==> src/rtl/umips_lcd_pkg.sv <==
// Shared types, default timing and helpers for the HD44780 write controller.
package umips_lcd_pkg;

    localparam int unsigned LCD_CW = 20;

    // Default cycle counts at 50 MHz
    localparam int unsigned T_POWERON_DEF    = 750000;
    localparam int unsigned T_SETUP_DEF      = 4;
    localparam int unsigned T_PULSE_DEF      = 25;
    localparam int unsigned T_HOLD_DEF       = 4;
    localparam int unsigned T_WAIT_SHORT_DEF = 2000;
    localparam int unsigned T_WAIT_LONG_DEF  = 82000;

    typedef enum logic [2:0] {
        StPwrup = 3'd0,
        StIdle  = 3'd1,
        StSetup = 3'd2,
        StPulse = 3'd3,
        StHold  = 3'd4,
        StWait  = 3'd5
    } lcd_state_e;

    // Clear display (0x01) and return home (0x02/0x03) need the long execution wait
    function automatic logic is_long_cmd(input logic rs, input logic [7:0] data);
        return !rs && (data[7:2] == 6'd0) && (data[1:0] != 2'd0);
    endfunction

endpackage

==> src/rtl/umips_lcd_ctrl_if.sv <==
// Command handshake between the MMIO register bank and the LCD write controller.
interface umips_lcd_ctrl_if;

    logic       cmd_valid;
    logic       cmd_rs;
    logic [7:0] cmd_data;
    logic       cmd_ready;
    logic       busy;

    modport master (
        output cmd_valid, cmd_rs, cmd_data,
        input  cmd_ready, busy
    );

    modport slave (
        input  cmd_valid, cmd_rs, cmd_data,
        output cmd_ready, busy
    );

endinterface

==> src/rtl/umips_lcd_timer.sv <==
// Loadable down-counter shared by all timed controller states; stops at zero.
module umips_lcd_timer
    import umips_lcd_pkg::*;
#(
    parameter int unsigned          Width    = LCD_CW,
    parameter logic [Width-1:0]     ResetVal = '0
) (
    input  logic             clk,
    input  logic             rst_n,
    input  logic             load,
    input  logic [Width-1:0] value,
    output logic             zero
);

    logic [Width-1:0] cnt_q, cnt_d;

    always_comb begin
        cnt_d = cnt_q;
        if (load) begin
            cnt_d = value;
        end else if (cnt_q != '0) begin
            cnt_d = cnt_q - Width'(1);
        end
    end

    always_ff @(posedge clk or negedge rst_n) begin
        if (!rst_n) begin
            cnt_q <= ResetVal;
        end else begin
            cnt_q <= cnt_d;
        end
    end

    assign zero = (cnt_q == '0);

endmodule

==> src/rtl/umips_lcd_ctrl.sv <==
// HD44780 write controller: one byte+RS per handshake, hardware-timed EN strobe and exec wait.
module umips_lcd_ctrl
    import umips_lcd_pkg::*;
#(
    parameter int unsigned T_POWERON    = T_POWERON_DEF,
    parameter int unsigned T_SETUP      = T_SETUP_DEF,
    parameter int unsigned T_PULSE      = T_PULSE_DEF,
    parameter int unsigned T_HOLD       = T_HOLD_DEF,
    parameter int unsigned T_WAIT_SHORT = T_WAIT_SHORT_DEF,
    parameter int unsigned T_WAIT_LONG  = T_WAIT_LONG_DEF
) (
    input  logic                   clk,
    input  logic                   rst_n,
    umips_lcd_ctrl_if.slave        cmd,
    output logic                   LCD_EN,
    output logic                   LCD_RS,
    output logic                   LCD_RW,
    output logic [7:0]             LCD_DATA
);

    // Counter reload values: a state lasts T_X cycles when loaded with T_X-1
    localparam logic [LCD_CW-1:0] LdPoweron = LCD_CW'(T_POWERON - 1);
    localparam logic [LCD_CW-1:0] LdSetup   = LCD_CW'(T_SETUP - 1);
    localparam logic [LCD_CW-1:0] LdPulse   = LCD_CW'(T_PULSE - 1);
    localparam logic [LCD_CW-1:0] LdHold    = LCD_CW'(T_HOLD - 1);
    localparam logic [LCD_CW-1:0] LdShort   = LCD_CW'(T_WAIT_SHORT - 1);
    localparam logic [LCD_CW-1:0] LdLong    = LCD_CW'(T_WAIT_LONG - 1);

    lcd_state_e        state_q, state_d;
    logic              en_q, en_d;
    logic              rs_q, rs_d;
    logic [7:0]        data_q, data_d;
    logic              long_q, long_d;
    logic              load;
    logic [LCD_CW-1:0] load_val;
    logic              zero;

    umips_lcd_timer #(
        .Width    (LCD_CW),
        .ResetVal (LdPoweron)
    ) u_timer (
        .clk   (clk),
        .rst_n (rst_n),
        .load  (load),
        .value (load_val),
        .zero  (zero)
    );

    always_comb begin
        state_d  = state_q;
        en_d     = en_q;
        rs_d     = rs_q;
        data_d   = data_q;
        long_d   = long_q;
        load     = 1'b0;
        load_val = LdSetup;
        unique case (state_q)
            StPwrup: if (zero) state_d = StIdle;
            StIdle: begin
                if (cmd.cmd_valid) begin
                    state_d  = StSetup;
                    rs_d     = cmd.cmd_rs;
                    data_d   = cmd.cmd_data;
                    long_d   = is_long_cmd(cmd.cmd_rs, cmd.cmd_data);
                    load     = 1'b1;
                    load_val = LdSetup;
                end
            end
            StSetup: begin
                if (zero) begin
                    state_d  = StPulse;
                    en_d     = 1'b1;
                    load     = 1'b1;
                    load_val = LdPulse;
                end
            end
            StPulse: begin
                if (zero) begin
                    state_d  = StHold;
                    en_d     = 1'b0;
                    load     = 1'b1;
                    load_val = LdHold;
                end
            end
            StHold: begin
                if (zero) begin
                    state_d  = StWait;
                    load     = 1'b1;
                    load_val = long_q ? LdLong : LdShort;
                end
            end
            StWait: if (zero) state_d = StIdle;
            default: state_d = StPwrup;
        endcase
    end

    always_ff @(posedge clk or negedge rst_n) begin
        if (!rst_n) begin
            state_q <= StPwrup;
            en_q    <= 1'b0;
            rs_q    <= 1'b0;
            data_q  <= 8'h00;
            long_q  <= 1'b0;
        end else begin
            state_q <= state_d;
            en_q    <= en_d;
            rs_q    <= rs_d;
            data_q  <= data_d;
            long_q  <= long_d;
        end
    end

    assign cmd.cmd_ready = (state_q == StIdle);
    assign cmd.busy      = (state_q != StIdle);
    assign LCD_EN        = en_q;
    assign LCD_RS        = rs_q;
    assign LCD_RW        = 1'b0;
    assign LCD_DATA      = data_q;

endmodule

==> src/flat_wrapper.sv <==
// flat-port wrapper written by rule: the top's interface ports become plain ports
module umips_lcd_ctrl_flat import umips_lcd_pkg::*;
#(
    parameter int unsigned T_POWERON    = T_POWERON_DEF,
    parameter int unsigned T_SETUP      = T_SETUP_DEF,
    parameter int unsigned T_PULSE      = T_PULSE_DEF,
    parameter int unsigned T_HOLD       = T_HOLD_DEF,
    parameter int unsigned T_WAIT_SHORT = T_WAIT_SHORT_DEF,
    parameter int unsigned T_WAIT_LONG  = T_WAIT_LONG_DEF
)
  (clk, rst_n, LCD_EN, LCD_RS, LCD_RW, LCD_DATA, cmd_cmd_valid, cmd_cmd_rs, cmd_cmd_data, cmd_cmd_ready, cmd_busy);
  umips_lcd_ctrl_if cmd_i ();
  input  logic clk;
  input  logic rst_n;
  output logic LCD_EN;
  output logic LCD_RS;
  output logic LCD_RW;
  output logic [7:0] LCD_DATA;
  input wire logic [$bits(cmd_i.cmd_valid)-1:0] cmd_cmd_valid;
  input wire logic [$bits(cmd_i.cmd_rs)-1:0] cmd_cmd_rs;
  input wire logic [$bits(cmd_i.cmd_data)-1:0] cmd_cmd_data;
  output wire logic [$bits(cmd_i.cmd_ready)-1:0] cmd_cmd_ready;
  output wire logic [$bits(cmd_i.busy)-1:0] cmd_busy;
  assign cmd_i.cmd_valid = cmd_cmd_valid;
  assign cmd_i.cmd_rs = cmd_cmd_rs;
  assign cmd_i.cmd_data = cmd_cmd_data;
  assign cmd_cmd_ready = cmd_i.cmd_ready;
  assign cmd_busy = cmd_i.busy;
  umips_lcd_ctrl #(.T_POWERON(T_POWERON), .T_SETUP(T_SETUP), .T_PULSE(T_PULSE), .T_HOLD(T_HOLD), .T_WAIT_SHORT(T_WAIT_SHORT), .T_WAIT_LONG(T_WAIT_LONG)) u_core (.clk(clk), .rst_n(rst_n), .cmd(cmd_i), .LCD_EN(LCD_EN), .LCD_RS(LCD_RS), .LCD_RW(LCD_RW), .LCD_DATA(LCD_DATA));
endmodule
==> config.mk <==
export PLATFORM = sky130hd
export DESIGN_NAME = umips_lcd_ctrl_flat
export DESIGN_NICKNAME = d
export VERILOG_FILES = /design/src/rtl/umips_lcd_pkg.sv /design/src/rtl/umips_lcd_ctrl_if.sv /design/src/rtl/umips_lcd_timer.sv /design/src/rtl/umips_lcd_ctrl.sv /design/src/flat_wrapper.sv
export SDC_FILE = /design/constraint.sdc
export NUM_CORES = 1
export LEC_CHECK = 0
export CAP_MARGIN = 20
export CORE_UTILIZATION = 40
export CTS_BUF_LIST = sky130_fd_sc_hd__clkbuf_16
export CTS_CLUSTER_SIZE = 30
export DETAILED_ROUTE_END_ITERATION = 7
export SYNTH_ARGS = -nofsm -noshare
export SYNTH_HDL_FRONTEND = slang
export SYNTH_SLANG_ARGS = --single-unit
==> constraint.sdc <==
create_clock -name clk -period 6.1 [get_ports clk]
set_clock_uncertainty 0.15 [all_clocks]
set_input_delay 1.22 -clock clk [delete_from_list [all_inputs] [get_ports clk]]
set_output_delay 1.22 -clock clk [all_outputs]
set_load 0.02 [all_outputs]
### After elaboration in Yosys (flattened, before gate mapping)

Cells that the tools add are included.

| word-level totals | value |
|---|---|
| register bits after elaboration | 34 |
| latch bits | 0 |
| memory bits (writable) | 0 |
| ROM bits | 0 |
| bits of input ports | 12 |
| output and inout bits | 13 |
| memories kept | 0 |

| cells by class | value |
|---|---|
| add/subtract/negate cells | 1 |
| multiply operators | 0 |
| divide/modulo/power cells | 0 |
| $lt $le $gt $ge | 0 |
| equality and inequality tests | 11 |
| shift-type cells | 0 |
| multiplexer cells | 18 |
| bitwise gates (word level) | 0 |
| reduce and logical (&&, ||, !) cells | 15 |

Operators by type and width:

| cell | number |
|---|---|
| $mux W20 | 3 |
| $pmux W20 S2 | 1 |
| $logic_not A20 Y1 | 1 |
| $reduce_bool A20 Y1 | 1 |
| $sub A20 B1 Y20 const B | 1 |
| $mux W17 | 1 |
| $mux W3 | 5 |
| $pmux W3 S5 | 1 |
| $ne A2 B2 Y1 const B | 4 |
| $eq A3 B2 Y1 const B | 2 |
| $eq A3 B3 Y1 const B | 2 |
| $logic_not A6 Y1 | 1 |
| $reduce_bool A2 Y1 | 3 |
| $mux W5 | 1 |
| $reduce_and A5 Y1 | 1 |
| $mux W1 | 4 |
| $pmux W1 S2 | 2 |
| $eq A3 B1 Y1 const B | 1 |
| $logic_not A3 Y1 | 1 |
| $ne A3 B1 Y1 const B | 1 |
| $reduce_and A3 Y1 | 1 |
| $reduce_or A3 Y1 | 1 |
| $logic_and A1 B1 Y1 | 2 |
| $ne A2 B1 Y1 const B | 1 |
| 3 further kinds | 3 |

### Logic depth before layout (Yosys ltp)

Gate-level depths: netlist (run 1).

| depth | value |
|---|---|
| depth after elaboration | 4 |
| mapped depth | 9 |
| mapped depth without buffers | 7 |

### Cells and area by module

From an unflattened synthesis (run 1), not the netlist that was laid out.

| second synthesis, totals | value |
|---|---|
| cells, all modules | 185 |
| area, all modules | 1944.4 um2 |

Modules (own cells, without submodules):

| module | times used | cells an instance | area each (um2) | sequential area each (um2) |
|---|---|---|---|---|
| umips_lcd_timer | 1 | 123 | 1218.7 | 516.7 |
| umips_lcd_ctrl | 1 | 62 | 725.7 | 350.3 |

### Worst setup path after synthesis (run 1)

No wires, ideal clock.

| timing | value |
|---|---|
| kind | reg2out |
| start point | register u_core.state_q[2] |
| end point | output port cmd_busy |
| arrival | 1237 ps |
| required time | 4730 ps |
| path slack | 3493 ps |
| stages on the path, launching flop included | 5 |
| cells stage by stage | dfrtp_1 clkbuf_1 nand2b_1 nor2_1 inv_1 |

| on the way | value |
|---|---|
| cells in the longest elaborated chain, start to end | 1 |

RTL lines:

| element | line | RTL |
|---|---|---|
| start, declared | umips_lcd_ctrl.sv:29 | `lcd_state_e state_q, state_d;` |
| start signal, assigned | umips_lcd_ctrl.sv:99 | `state_q <= StPwrup;` |
| start signal, assigned | umips_lcd_ctrl.sv:105 | `state_q <= state_d;` |
| $ne A3 B1 Y1 | umips_lcd_ctrl.sv:114 | `assign cmd.busy = (state_q != StIdle);` |
| end, declared | flat_wrapper.sv:23 | `output wire logic [$bits(cmd_i.busy)-1:0] cmd_busy;` |

Every way passes these cells.

### Final worst setup path (run 1)

| timing | value |
|---|---|
| start point | register u_core.state_q[2] |
| end point | output port cmd_cmd_ready |

| on the way | value |
|---|---|
| cells in the longest elaborated chain, start to end | 1 |

RTL lines:

| element | line | RTL |
|---|---|---|
| $eq A3 B1 Y1 | umips_lcd_ctrl.sv:113 | `assign cmd.cmd_ready = (state_q == StIdle);` |
| end, declared | flat_wrapper.sv:22 | `output wire logic [$bits(cmd_i.cmd_ready)-1:0] cmd_cmd_ready;` |

Every way passes these cells.

==> results of run 1 <==
[through the flow]
stage,hold WS (ns),utilization (%),std cells,total power [W],setup WS [ns]
after floorplan,0.329,-,214,0.000231,3.49
after global placement,0.312,47.3,296,0.000244,2.91
after detailed placement,0.316,47.3,296,0.000244,2.85
after CTS,0.327,50.2,304,0.000484,2.95
after global routing,0.352,50.2,304,0.000496,2.88
final,0.327,50.2,304,0.000481,2.95
[worst register-to-register path, stage by stage, from the launching register on]
cell and delay (ns):
dfstp_2 0.39, inv_1 0.10, ha_1 0.16, or4b_4 0.48
nor4_4 0.53, and2_1 0.40, nor3_1 0.12, a311oi_2 0.27
[flip-flops by register name, summed over array words and instances (netlist names)]
register / cells
u_core.LCD_EN: 1
u_core.u_timer.cnt_q: 20
u_core.long_q: 1
u_core.state_q: 3
u_core.LCD_DATA: 8
u_core.LCD_RS: 1
[synthesized netlist by cell type (all sizes together), types with 3 or more instances]
cell / instances
o31a: 3
nor3b: 3
nand3: 6
xnor2: 5
a211oi: 4
clkbuf: 6
dfrtp: 21
or4: 4
and3: 4
nor4: 8
o211ai: 3
nor3: 7
nor2: 20
a21oi: 8
nand2b: 4
dfstp: 13
o21ai: 8
nand2: 39
inv: 3
mux2i: 3
xor2: 5
buf: 3
or3: 5
[cell type report]
| class | instances | area share (%) |
|---|---|---|
| Sequential cell | 34 | 36.6 |
| Timing Repair Buffer | 24 | 10.0 |
| Clock inverter | 3 | 0.580 |
| Clock buffer | 5 | 5.27 |
| Inverter | 3 | 0.475 |
| Tap cell | 67 | 3.53 |
| Multi-Input combinational cell | 168 | 43.6 |
[kinds of logic after synthesis]
group           count (synthesis)
flops                          34
xor+xnor                       10
fa+ha+maj                       2
compound gates                 38
mux                             3
simple gates                  114
buf+inv                        12
other cells                     1
[where the power goes]
| part | internal [W] | switching (W) |
|---|---|---|
| logic | 0.00000684 | 0.00000679 |
| clock network | 0.000148 | 0.0000927 |
| registers | 0.000226 | 0 |
[metal layers]
layer  GRT usage (%)  share of wire (%)  up-vias
li1                -                  -      814
met5               0                  0        -
met1            27.8                 50      770
met4            6.54                1.5        0
met2            26.5                 43       36
met3            5.42                4.8        6
[path summary, 6_finish.rpt]
| kind | end | depth (start not counted) | startpoint | slack [ns] |
|---|---|---|---|---|
| setup / recovery | cmd_cmd_ready | 3 | u_core.state_q[2] | 2.95 |
| hold / removal | u_core.LCD_RS | 2 | u_core.LCD_RS | 0.33 |
| setup reg to reg | u_core.u_timer.cnt_q[3] | 7 | u_core.u_timer.cnt_q[0] | 3.42 |
| hold reg to reg | u_core.LCD_RS | 2 | u_core.LCD_RS | 0.33 |
| max in group asynchronous | u_core.u_timer.cnt_q[1] | 2 | rst_n | 4.26 |
| min in group asynchronous | u_core.u_timer.cnt_q[15] | 2 | rst_n | 1.20 |
==> results.toml, run 1 <==
[detailed_routing]
avgRoutedWirePerCell_um = 14.6
drt_iter0_drc = 115
routed_via_density = 5.35
antenna_left = 0
drc = 0
route.vias.total = 1626
drt_pass1_iterations = 4
wl_mm = 4.44

[die]
start_util_pct = 41.4
io_pins = 25
coreArea_mm2 = 0.00472
die_y_um = 71.9
rows = 25
dieArea_mm2 = 0.00517
die_w_um = 71.9

[timing]
finalSetupViolations = 0
clock.fmax_mhz = 318
tns_ns = 0
period_share_pct = 51.6
worst_slew_pin_slew_ns = 0.888
max_slew_margin_pct = 40.3
final_hold_viol_count = 0
drv_slew = 0
min_period_ns = 3.15
rsz0062_at_grt = "no"

[grt]
grtUsageTotal_pct = 18.9
grt_max_degree = 35
grt_pass1_wl_mm = 7.32
antenna_found_initial = 0
grt_pass1_vias = 1464
gr-total-overflow = 0

[clocking]
cts_tree = "done"
ctsHoldBuffers = 0
clockBufferDepth = 2
cts-root-buf = "clkbuf_16"
cts_made_buffers = 5
worstSkewPairLatency_ns = 0.28
htreeDepth = 2
postCtsResizedCells = 0
clock-sinks = 34
cts_setup_buffers = 0
cts.reportedPaths.clkPinSlew_ns = 0.05

[synth]
synth-adder-area-share_pct = 1.28
yosys.area.top_type = "dfrtp_1"
synth_ff_type = "dfrtp_1"
synth_cells = 214
synth_xor_area_share_pct = 4.48
syn_area_mm2 = 0.00196
synth_top_family_by_area = "simple AND/OR/NAND/NOR gates"
async_flop_share_pct = 100
synth_edf_count = 0
synth_compound_area_share_pct = 13.8
synthTopCellsByArea = "dfrtp_1, dfstp_2, nand2_1, nor2_1, xnor2_1"
yosysSeqAreaShare_pct = 44.3
synth_mux_area_share_pct = 1.54
synth_seq_cells = 34
syn-num-nets = 228
synth_simple_gate_area_share_pct = 31.5
ys_warn_count = 0
synth_cell_types = 54
syn_avg_cell_area_um2 = 9.14
synth.top_cell.area_share_pct = 26.9

[outcome]
status = "finished, final reports clean"

[cells_and_area]
fillers = 438
stdcell_area_mm2 = 0.00237
area_delta_synth_final_pct = 21.3
fin_nets = 250
drive_above_1_share_pct = 12.7
multi_input_area_mm2 = 0.00103
final_cell_mix = "nand2_1, clkdlybuf4s50_1, dfrtp_1, nor2_1, dfstp_2"
layout_commonest_cell = "nand2_1"
seqCellArea_um2 = 867
antenna_cells = 0

[job]
max_cap_viol_count = 0

[critical_path]
cp.buffers_inverters = 1
path_cells = "nand2b_1 -> nor2_1 -> clkdlybuf4s50_1"
end_kind = "output port"
worstSetupPathType = "reg2out"
worst_path_max_delay_cell = "clkdlybuf4s50_1"
cp_top_family = "buffers and inverters"
max_stage_delay_ns = 0.62
startpoint_type = "flop"
critPathRequiredTime_ns = 4.73
cp_max_fo = 14
arrival_ns = 1.78

[power]
irDropWorstVdd_v = 0.000141
p_per_area_mw_per_mm2 = 203
p_leak_nw = 0.973

[placement]
routabilityCongestion = 0.757
dp_hpwl_mm = 3.14
port_buffers = 23
place_area_mm2 = 0.00223

[min_path]
hold_class = "reg2reg"
Power figures use the tool's default switching activity.
==> inputs of run 2 (changes only) <==
==> constraint.sdc (replaced) <==
create_clock -name clk -period 2.75 [get_ports clk]
set_clock_uncertainty 0.15 [all_clocks]
set_input_delay 0.55 -clock clk [delete_from_list [all_inputs] [get_ports clk]]
set_output_delay 0.55 -clock clk [all_outputs]
set_load 0.02 [all_outputs]
==> results.toml, run 2 (synthesis results as in run 1) <==
[outcome]
status = "finished, final reports clean"

[placement]
port_buffers = 23
dp_hpwl_mm = 3.39
dp.cells = 306
routabilityCongestion = 0.844

[clocking]
cts_tree = "done"
cts_setup_buffers = 0
ctsHoldBuffers = 0
cts.reportedPaths.clkPinSlew_ns = 0.05
htreeDepth = 2
worstSkewPairLatency_ns = 0.27
clockBufferDepth = 2
clock-sinks = 34
cts_made_buffers = 5
postCtsResizedCells = 0
cts-root-buf = "clkbuf_16"

[power]
p_int_w = 0.000842
switching_share_pct = 19.3
p_per_area_mw_per_mm2 = 427
seqPwrFrac_pct = 48.1
power.switching_w = 0.000202
clock_power_share_pct = 49.0
total_power_w = 0.00104
p_leak_nw = 1.03
irDropWorstVdd_v = 0.000229
combinationalPowerShare_pct = 2.8

[die]
coreArea_mm2 = 0.00472
dieArea_mm2 = 0.00517
die_w_um = 71.9
start_util_pct = 41.4
io_pins = 25
die_y_um = 71.9
rows = 25

[critical_path]
worstSetupPathType = "reg2reg"
startpoint_type = "flop"
arrival_ns = 2.56
worst_path_max_delay_cell = "or4_1"
path_cells = "inv_1 -> ha_1 -> or3b_1 -> or4_1 -> or4_4 -> a21oi_2"
max_stage_delay_ns = 0.58
cp_max_fo = 7
end_kind = "flop"
critPathRequiredTime_ns = 2.81

[timing]
clock.fmax_mhz = 400
period_share_pct = 90.9
tns_ns = 0
worst_slew_pin_slew_ns = 0.609
final_hold_viol_count = 0
rsz0062_at_grt = "no"
min_period_ns = 2.50
max_slew_margin_pct = 59.1
finalSetupViolations = 0
drv_slew = 0

[cells_and_area]
antenna_cells = 0
drive_above_1_share_pct = 15.4
fin_nets = 260
final_cell_mix = "nand2_1, clkdlybuf4s50_1, dfrtp_1, nor2_1, dfstp_2"
top_register = "u_core.u_timer.cnt_q"
area_delta_synth_final_pct = 25.0
layout_commonest_cell = "nand2_1"
final_cells = 314
post-route-util_pct = 51.8
largest_reg_flops = 20

[detailed_routing]
drc = 0
drt_iter0_drc = 87
route.vias.total = 1656
antenna_left = 0
drt_pass1_iterations = 4
avgRoutedWirePerCell_um = 14.5
routed_via_density = 5.27
wl_mm = 4.55

[grt]
grt_pass1_wl_mm = 7.80
antenna_found_initial = 0
grtUsageTotal_pct = 19.8
gr-total-overflow = 0
grt_pass1_vias = 1628
grt_max_degree = 35

[job]
max_cap_viol_count = 0

[min_path]
hold_class = "reg2reg"
-- run 2: changes by cell type in the layout (fill, tap and decap cells not counted) --
cell	previous run	this run
buf_4	1	11
clkinv_2	2	0
inv_1	4	6
-- run 2: cell type report --
| cell class | instances | area [µm²] |
|---|---|---|
| clock buffer | 5 | 125 |
| inverter | 3 | 11.3 |
| clock inverter | 3 | 11.3 |
| timing repair buffer | 34 | 313 |
| tap | 67 | 83.8 |
| fill | 459 | 2280 |
| multi-input combinational | 168 | 1030 |
| sequential | 34 | 867 |
-- run 2: worst paths after layout --
kind / start / endpoint / slack [ns] / depth (start not counted)
setup / recovery: u_core.u_timer.cnt_q[0] / u_core.u_timer.cnt_q[12] / 0.25 / 6
hold / removal: u_core.LCD_DATA[1] / u_core.LCD_DATA[1] / 0.32 / 2
setup reg to reg: u_core.u_timer.cnt_q[0] / u_core.u_timer.cnt_q[12] / 0.25 / 6
hold reg to reg: u_core.LCD_DATA[1] / u_core.LCD_DATA[1] / 0.32 / 2
max in group asynchronous: rst_n / u_core.u_timer.cnt_q[0] / 1.59 / 2
min in group asynchronous: rst_n / u_core.u_timer.cnt_q[11] / 0.53 / 2
-- run 2: power groups by stage --
stage	sequential, W	clock (W)	combinational, W
after floorplan	0.000510	0	0.00000290
after global placement	0.000510	0	0.0000314
after detailed placement	0.000510	0	0.0000309
after CTS	0.000502	0.000525	0.0000309
after global routing	0.000502	0.000544	0.0000340
final	0.000502	0.000512	0.0000297
-- run 2: routing by layer --
| layer | vias to the layer above | track usage (%) | share of wire [%] |
|---|---|---|---|
| li1 | 832 | - | - |
| met1 | 800 | 26.8 | 50 |
| met2 | 17 | 31.1 | 45 |
| met3 | 7 | 4.44 | 2.6 |
| met4 | 0 | 7.84 | 1.8 |
| met5 | - | 0 | 0 |
-- run 2: metrics by stage --
stage / area (µm²) / setup WS (ns) / hold slack (ns)
5_1_grt: 2440 / 0.0739 / 0.359
2_1_floorplan: 1960 / 0.361 / 0.104
4_1_cts: 2440 / 0.256 / 0.324
6_report: 2440 / 0.249 / 0.319
3_3_place_gp: 2310 / 0.282 / 0.307
3_5_place_dp: 2310 / 0.277 / 0.311
-- run 2: critical path: cells and delay by family, from the launching register on --
| kind | cells | cell delay (ns) |
|---|---|---|
| and+or+nand+nor | 3 | 1.48 |
| adders and majority gates | 1 | 0.18 |
| AOI/OAI and AO/OA | 1 | 0.14 |
| DFF | 1 | 0.39 |
| buffers and inverters | 1 | 0.10 |
==> inputs of run 3 (changes only) <==
--- a/config.mk
+++ b/config.mk
@@ -5,6 +5,7 @@
 export SDC_FILE = /design/constraint.sdc
 export NUM_CORES = 1
 export LEC_CHECK = 0
+export ABC_AREA = 1
 export CAP_MARGIN = 20
 export CORE_UTILIZATION = 40
 export CTS_BUF_LIST = sky130_fd_sc_hd__clkbuf_16
==> results.toml, run 3 <==
[timing]
min_period_ns = 2.30
finalSetupViolations = 0
clock.fmax_mhz = 435
period_share_pct = 83.6
final_hold_viol_count = 0
tns_ns = 0
drv_slew = 0
timing.hold.ws_ns = 0.324
rsz0062_at_grt = "no"
setup_slack_ns = 0.452

[detailed_routing]
avgRoutedWirePerCell_um = 12.5
routed_via_density = 4.79
wl_mm = 4.45
drt_pass1_iterations = 4
drc = 0
route.vias.total = 1706
drt_iter0_drc = 98
antenna_left = 0

[cells_and_area]
antenna_cells = 0
top_register = "u_core.u_timer.cnt_q"
post-route-util_pct = 51.6
final_cell_mix = "nand2_1, nor2_1, clkdlybuf4s50_1, nand3_1, dfrtp_1"
fin_nets = 302
drive_above_1_share_pct = 15.9
largest_reg_flops = 20
fillers = 464
area_delta_synth_final_pct = 21.9
layout_commonest_cell = "nand2_1"

[clocking]
htreeDepth = 2
cts-root-buf = "clkbuf_16"
cts_tree = "done"
clockBufferDepth = 2
worstSkewPairLatency_ns = 0.27
cts_made_buffers = 5
postCtsResizedCells = 0
clock-sinks = 34
cts_setup_buffers = 0
cts.reportedPaths.clkPinSlew_ns = 0.05
ctsHoldBuffers = 0

[placement]
routabilityCongestion = 0.805
dp_hpwl_mm = 3.25
dp_slack_ns = 0.658
port_buffers = 23

[critical_path]
timing.rr.end = "u_core.u_timer.cnt_q[0]"
reg2reg_depth = 8
cp.buffers_inverters = 3
cp_max_fo = 6
critPathRequiredTime_ns = 2.05
worst_path_max_delay_cell = "clkdlybuf4s50_1"
cp_top_family = "buffers and inverters"
r2r_slack_ns = 0.76
arrival_ns = 1.60
startpoint_type = "flop"
end_kind = "output port"
r2r_start = "u_core.u_timer.cnt_q[0]"
max_stage_delay_ns = 0.59
worstSetupPathType = "reg2out"
path_cells = "inv_2 -> nand3_4 -> inv_1 -> clkdlybuf4s50_1"

[min_path]
min_from = "u_core.LCD_DATA[2]"
whs_endpoint = "u_core.LCD_DATA[2]"
hold_class = "reg2reg"
hold_path_depth = 2

[power]
p_leak_nw = 1.17
p_int_w = 0.00178
irDropWorstVdd_v = 0.000571
total_power_w = 0.00313
seqPwrFrac_pct = 31.8
p_per_area_mw_per_mm2 = 1270
power.switching_w = 0.00135
combinationalPowerShare_pct = 48.4
clock_power_share_pct = 19.9
switching_share_pct = 43.0

[die]
rows = 25
die_y_um = 73.1
io_pins = 25
dieArea_mm2 = 0.00535
coreArea_mm2 = 0.00479
start_util_pct = 42.3
die_w_um = 73.1

[synth]
synth_cell_types = 29
ys_warn_count = 0
synth_cells = 263
synth_edf_count = 0
yosysSeqAreaShare_pct = 42.8
yosys.area.top_type = "dfrtp_1"
synthTopCellsByArea = "dfrtp_1, dfstp_2, nand2_1, nand3_1, nor2_1"
synth_seq_cells = 34
syn_avg_cell_area_um2 = 7.70
async_flop_share_pct = 100
syn_area_mm2 = 0.00202
synth_common_cells = "nand2_1, nor2_1, nand3_1, dfrtp_1, inv_1"
synth.top_cell.area_share_pct = 26.0
yosysMostFrequentCell = "nand2_1"
syn-num-nets = 277
synth_ff_type = "dfrtp_1"

[grt]
grtUsageTotal_pct = 19.4
antenna_found_initial = 0
grt_max_degree = 35
grt_pass1_vias = 1761
gr-total-overflow = 0
grt_pass1_wl_mm = 8.01

[job]
max_cap_viol_count = 0

[outcome]
status = "finished, final reports clean"
==> run 3: cell types whose count changed in the layout (fill, tap and decap cells not counted), moves of 4 or more <==
cell | before | now
nor2_1 | 20 | 28
a211oi_1 | 4 | 0
nand3_1 | 6 | 22
inv_1 | 6 | 20
or3_1 | 4 | 0
nand2b_1 | 4 | 0
buf_4 | 11 | 2
and3_1 | 4 | 0
nor4_1 | 6 | 1
nand2_1 | 38 | 79
nor2_2 | 0 | 7
inv_2 | 0 | 4
==> run 3: worst reg2reg max path: stages, from the launching register on <==
cell,delay (ns)
dfstp_2,0.37
inv_1,0.14
ha_1,0.22
nand2_1,0.07
nor2_2,0.20
nand4_2,0.30
nand2_2,0.28
nand2_1,0.10
nand3_1,0.10
==> run 3: final cells by class <==
type	count	area (µm²)	area share, %
multi-input cells	199	1020	41.4
flip-flops and latches	34	867	35.1
inverters	23	86.3	3.50
clock buffers	5	125	5.07
well taps	67	83.8	3.40
clock inverters	3	37.5	1.52
repair buffers	25	245	9.94
==> run 3: kinds of logic (layout without fill, tap and decap cells) <==
logic type      count (synthesis)  count (layout)  synth area share (%)
fa+ha+maj                       2               2                  1.24
other cells                     1               1                 0.185
simple gates                  167             167                  40.0
flops                          34              34                  42.8
xor+xnor                       10              10                  4.33
compound gates                 19              19                  4.76
buf+inv                        30              56                  6.67
==> run 3: how the worst max path moves through the flow <==
stage,slack [ns],startpoint,to,cells past startpoint
floorplan,1.09,u_core.u_timer.cnt_q[0],u_core.u_timer.cnt_q[8],8
global placement,0.69,cmd_cmd_valid,u_core.u_timer.cnt_q[1],7
detailed placement,0.66,cmd_cmd_valid,u_core.u_timer.cnt_q[0],7
CTS,0.44,u_core.state_q[2],cmd_cmd_ready,4
global route,0.38,u_core.state_q[2],cmd_cmd_ready,4
finish,0.45,u_core.state_q[2],cmd_cmd_ready,4
==> run 3: power groups by stage <==
stage	logic, W	registers [W]	clock network (W)
after floorplan	0.00106	0.00102	0
after global placement	0.00149	0.00100	0
after detailed placement	0.00150	0.000999	0
after CTS	0.00152	0.000997	0.000633
after global routing	0.00172	0.00103	0.000657
final	0.00151	0.000994	0.000621
==> run 3: metal layers <==
metal,global-route usage [%],share of wire (%),vias to the layer above
li1,-,-,890
met1,25.7,49,771
met2,32.8,47,38
met3,3.45,3.2,7
met4,4.14,1.0,0
met5,0,0,-
==> run 3: stage by stage <==
stage / instances / instance area [µm²]
6_report: 356 / 2470
5_1_grt: 356 / 2470
4_1_cts: 356 / 2470
3_5_place_dp: 348 / 2300
3_3_place_gp: 348 / 2300
2_1_floorplan: 263 / 2020
